[src/rtl/arb_pkg.sv]
// Shared definitions for the 4-way round-robin arbiter.
package arb_pkg;
  localparam int NUM_REQ = 4;
  localparam int IDX_W   = 2;

  typedef enum logic {
    IDLE = 1'b0,
    BUSY = 1'b1
  } state_t;
endpackage

[src/rtl/rr_pick4.sv]
// Rotating-priority pick: first set req bit at or after ptr, wrapping modulo 4.
module rr_pick4
  import arb_pkg::*;
(
  input  logic [NUM_REQ-1:0] req,
  input  logic [IDX_W-1:0]   ptr,
  output logic               any,
  output logic [IDX_W-1:0]   idx
);

  logic [2*NUM_REQ-1:0] dbl;
  logic [NUM_REQ-1:0]   rot;
  logic [IDX_W-1:0]     off;

  // 4:2 priority encoder, lowest set bit wins.
  function automatic logic [IDX_W-1:0] prio_enc(input logic [NUM_REQ-1:0] v);
    prio_enc = '0;
    for (int i = NUM_REQ - 1; i >= 0; i--) begin
      if (v[i]) prio_enc = IDX_W'(i);
    end
  endfunction

  // Rotate so ptr lands at bit 0, encode, then rotate the index back.
  always_comb begin
    dbl = {req, req} >> ptr;
    rot = dbl[NUM_REQ-1:0];
    off = prio_enc(rot);
    any = |req;
    idx = off + ptr;
  end

endmodule

[src/rtl/rr_arbiter4.sv]
// Four-requester round-robin arbiter with bounded grant hold time.
module rr_arbiter4
  import arb_pkg::*;
#(
  parameter int MAX_HOLD = 8
) (
  input  logic               clk,
  input  logic               rst_n,
  input  logic               en,
  input  logic [NUM_REQ-1:0] req,
  input  logic               done,
  output logic [NUM_REQ-1:0] gnt,
  output logic [IDX_W-1:0]   gnt_idx,
  output logic               busy
);

  localparam int HOLD_W = 8;

  state_t             state, state_n;
  logic [IDX_W-1:0]   ptr, ptr_n;
  logic [HOLD_W-1:0]  hold_cnt, hold_n;
  logic [NUM_REQ-1:0] gnt_n;
  logic [IDX_W-1:0]   idx_n;
  logic               busy_n;
  logic               pick_any;
  logic [IDX_W-1:0]   pick_idx;
  logic               rel;

  rr_pick4 u_pick (
    .req (req),
    .ptr (ptr),
    .any (pick_any),
    .idx (pick_idx)
  );

  always_ff @(posedge clk or negedge rst_n) begin
    if (!rst_n) begin
      state    <= IDLE;
      gnt      <= '0;
      gnt_idx  <= '0;
      busy     <= 1'b0;
      ptr      <= '0;
      hold_cnt <= '0;
    end else begin
      state    <= state_n;
      gnt      <= gnt_n;
      gnt_idx  <= idx_n;
      busy     <= busy_n;
      ptr      <= ptr_n;
      hold_cnt <= hold_n;
    end
  end

  // Any combination of release causes collapses into one release.
  assign rel = done | ~req[gnt_idx] | (hold_cnt == HOLD_W'(MAX_HOLD));

  always_comb begin
    state_n = state;
    gnt_n   = gnt;
    idx_n   = gnt_idx;
    busy_n  = busy;
    ptr_n   = ptr;
    hold_n  = hold_cnt;
    case (state)
      IDLE: begin
        if (en && pick_any) begin
          state_n = BUSY;
          gnt_n   = NUM_REQ'(1) << pick_idx;
          idx_n   = pick_idx;
          busy_n  = 1'b1;
          hold_n  = HOLD_W'(1);
        end
      end
      BUSY: begin
        // en is deliberately ignored here: disabling never cuts a grant short.
        if (rel) begin
          state_n = IDLE;
          gnt_n   = '0;
          busy_n  = 1'b0;
          ptr_n   = gnt_idx + 1'b1;
          hold_n  = '0;
        end else begin
          hold_n  = hold_cnt + HOLD_W'(1);
        end
      end
      default: begin
        state_n = IDLE;
        gnt_n   = '0;
        busy_n  = 1'b0;
      end
    endcase
  end

endmodule

[config.mk]
export PLATFORM = sky130hd
export DESIGN_NAME = rr_arbiter4
export DESIGN_NICKNAME = d
export VERILOG_FILES = /design/src/rtl/arb_pkg.sv /design/src/rtl/rr_pick4.sv /design/src/rtl/rr_arbiter4.sv
export SDC_FILE = /design/constraint.sdc
export NUM_CORES = 1
export LEC_CHECK = 0
export CORE_ASPECT_RATIO = 0.7
export CORE_MARGIN = 10
export CORE_UTILIZATION = 52
export DETAILED_ROUTE_END_ITERATION = 16
export HOLD_SLACK_MARGIN = 0.05
export PLACE_DENSITY = 0.88
export SKIP_LAST_GASP = 1
export SLEW_MARGIN = 20
export SYNTH_ARGS = -nofsm -noshare
export SYNTH_HDL_FRONTEND = slang
export SYNTH_SLANG_ARGS = --single-unit
[constraint.sdc]
create_clock -name clk -period 2.65 [get_ports clk]
set_input_delay 0.3975 -clock clk [delete_from_list [all_inputs] [get_ports clk]]
set_output_delay 0.3975 -clock clk [all_outputs]
set_load 0.02 [all_outputs]
==> flow_summary.toml <==
[logic_synthesis]
synth_seq_cells = 18
synth.cell_area_um2 = 1040
synth.net_count = 125
ys.warnings.count = 0
syn_avg_cell_area_um2 = 9.12
syn_inst = 114
ys_seq_area_share_pct = 43.3
synth.distinct_cells = 34

[route]
drt_first_pass_iters = 4
viasPerCell = 6.18
avgRoutedWirePerCell_um = 16.4
vias = 958
drt_wl_total_um = 2540
drc_errors = 0
antenna_left = 0
first_iter_violations = 112

[floorplanning]
die_area_um2 = 4220
die_y_um = 57.4
core-area_um2 = 1870
die_w_um = 73.4
ios = 15
rows = 13
start_util_pct = 55.6

[timing]
setup-violations-final = 0
clock_skew_ns = 0.00109
fmax_mhz = 417
max_slew_margin_pct = 46.6
rsz0062_at_grt = "no"
hold_viol_final = 0
period_needed_ns = 2.40
worst_pin_slew_ns = 0.799
fin_ws_ns = 0.252
period_share_pct = 90.5
drv_slew = 0

[job]
maxCapViolCount = 0

[worst_setup_path]
critPathArrivalTime_ns = 2.63
rrSetupSlack_ns = 0.48
cp_max_fo = 8
rr_endpoint = "gnt[3]$_DFFE_PN0P_"
critPathCaptureType = "flip-flop"
crit_required_ns = 2.88
r2r_cells = 9
reg2reg_from = "ptr[1]$_DFFE_PN0P_"
path_class = "input pin to flip-flop"
cp-start-kind = "input pin"

[placement]
place.gp.congestion = 0.857
portBuffers = 14
place_hpwl_um = 1940
place_ws_ns = -0.00405
dp.cells = 151

[hold_path]
whs_endpoint = "hold_cnt[7]$_DFFE_PN0P_"
hold_depth = 1
hold_path.class = "flip-flop to flip-flop"
hold_path_startpoint = "hold_cnt[7]$_DFFE_PN0P_"

[clock_tree]
postCtsHoldBufs = 0
cts_sinks = 18
cts_setup_buffers = 0
htree_levels = 1
clockRootBuffer = "clkbuf_4"
cts_buffers = 3
path_clk_slew_ns = 0.10
cts_tree = "built"
clock_path_buffers = 2
clk_latency_ns = 0.29
cts_resized = 0

[global_route]
grt_use_total_pct = 12.8
grt_max_degree = 19
antenna_found_initial = 0
grt_pass1_wl_um = 4360
grt.overflow.total = 0
grt_pass1_vias = 940

[finish]
final_cells = 155
finish.utilization_pct = 67.0
area_growth_pct = 20.6
fill_cells = 136
drive_above_1_share_pct = 10.5
layout_commonest_cell = "nand2_1"
final_cell_mix = "21 x nand2_1, 18 x dfrtp_1, 14 x clkdlybuf4s50_1, 11 x o21ai_0, 9 x nor2_1"
nets = 145
regArea_um2 = 450
diodes = 0
multi_input_area_um2 = 562

[power]
p_clk_share_pct = 14.3
power-per-cell-area_nw_per_um2 = 927
fin_total_pwr_mw = 1.16
pwr-share-seq_pct = 39.0
swShare_pct = 41.0
vdd_drop_max_mv = 0.713
internal_power_mw = 0.686
p_switching_mw = 0.476
pwr-share-comb_pct = 46.7
cellLeakagePower_nw = 0.540

[outcome]
status = "finished clean"
final cells by class:
type / count / share of cell area (%)
Multi-Input combinational cell: 89 / 44.8
Sequential cell: 18 / 35.9
Timing Repair Buffer: 16 / 12.4
Clock buffer: 4 / 2.89
Tap cell: 22 / 2.20
Inverter: 6 / 1.80
critical path, cell delays in order:
cell	delay, ns
clkdlybuf4s50_1	0.64
inv_1	0.10
o21ai_0	0.20
a21oi_1	0.10
a21oi_1	0.15
a21oi_1	0.09
ha_1	0.21
xnor2_1	0.14
xnor2_1	0.36
a32o_1	0.23
flip-flops by register name, indices dropped and copies added, names as in the netlist:
signal / flops
hold_cnt: 8
ptr: 2
gnt_idx: 2
gnt: 4
busy: 1
state: 1
per-layer routing:
layer	up-vias	wire, um	track usage [%]
met5	-	0	0
met4	0	13	2.12
met3	2	127	4.66
met2	24	1190	19.9
met1	483	1210	16.7
li1	449	-	-
Yosys cell counts:
library cell / instances / area, um2
nand2_1: 21 / 78.8
dfrtp_1: 18 / 450
o21ai_0: 11 / 55.1
nor2_1: 9 / 33.8
inv_1: 6 / 22.5
a21oi_1: 5 / 25.0
nand3_1: 4 / 20.0
ha_1: 3 / 37.5
o31ai_1: 3 / 22.5
xnor2_1: 3 / 26.3
a211oi_1: 2 / 15.0
a31oi_1: 2 / 12.5
and3b_1: 2 / 17.5
nor2b_1: 2 / 12.5
nor3_1: 2 / 10.0
nor3b_1: 2 / 15.0
o211ai_1: 2 / 15.0
a22o_2: 1 / 10.0
a32o_1: 1 / 10.0
and2_1: 1 / 6.26
and3_1: 1 / 6.26
and3_2: 1 / 7.51
buf_2: 1 / 5.00
mux2_2: 1 / 11.3
mux4_2: 1 / 22.5
nand2_2: 1 / 6.26
nand2b_1: 1 / 6.26
o2111ai_4: 1 / 26.3
o21a_1: 1 / 7.51
o21ai_1: 1 / 5.00
o41ai_1: 1 / 8.76
or3b_2: 1 / 8.76
or4b_4: 1 / 13.8
xor2_1: 1 / 8.76
power by group through the flow:
stage | combinational [mW] | clock [mW] | sequential [mW]
after floorplan | 0.318 | 0 | 0.473
after global placement | 0.514 | 0 | 0.446
after detailed placement | 0.537 | 0 | 0.454
after CTS | 0.542 | 0.171 | 0.449
after global routing | 0.599 | 0.186 | 0.465
final | 0.543 | 0.166 | 0.453
worst max path at each step:
stage,startpoint,end,slack [ns],depth (start not counted)
4_1_cts,req[1],gnt[3]$_DFFE_PN0P_,0.29,10
5_1_grt,req[1],gnt[1]$_DFFE_PN0P_,0.15,10
3_3_place_gp,req[1],gnt[1]$_DFFE_PN0P_,0.15,10
6_report,req[1],gnt[3]$_DFFE_PN0P_,0.25,10
3_5_place_dp,req[1],gnt[1]$_DFFE_PN0P_,-0.004,10
2_1_floorplan,ptr[1]$_DFFE_PN0P_,gnt_idx[1]$_DFFE_PN0P_,0.81,10
per-stage QoR:
step | setup TNS (ns) | hold WS, ns | area, um2
finish | 0 | 0.501 | 1250
CTS | 0 | 0.506 | 1250
global placement | 0 | 0.476 | 1220
floorplan | 0 | 0.102 | 1040
global route | 0 | 0.550 | 1250
detailed placement | -0.00765 | 0.484 | 1220
cell families (layout without fill, tap and decap cells):
group,after synthesis,in the layout,share of synthesized area (%)
flip-flops,18,18,43.3
adder cells (fa/ha/maj),3,3,3.61
XOR/XNOR,4,4,3.37
AND/OR/NAND/NOR,49,49,23.3
multiplexers,2,2,3.25
buffers and inverters,7,26,2.65
AO/OA/AOI/OAI,31,31,20.5
Power figures use the tool's default switching activity.
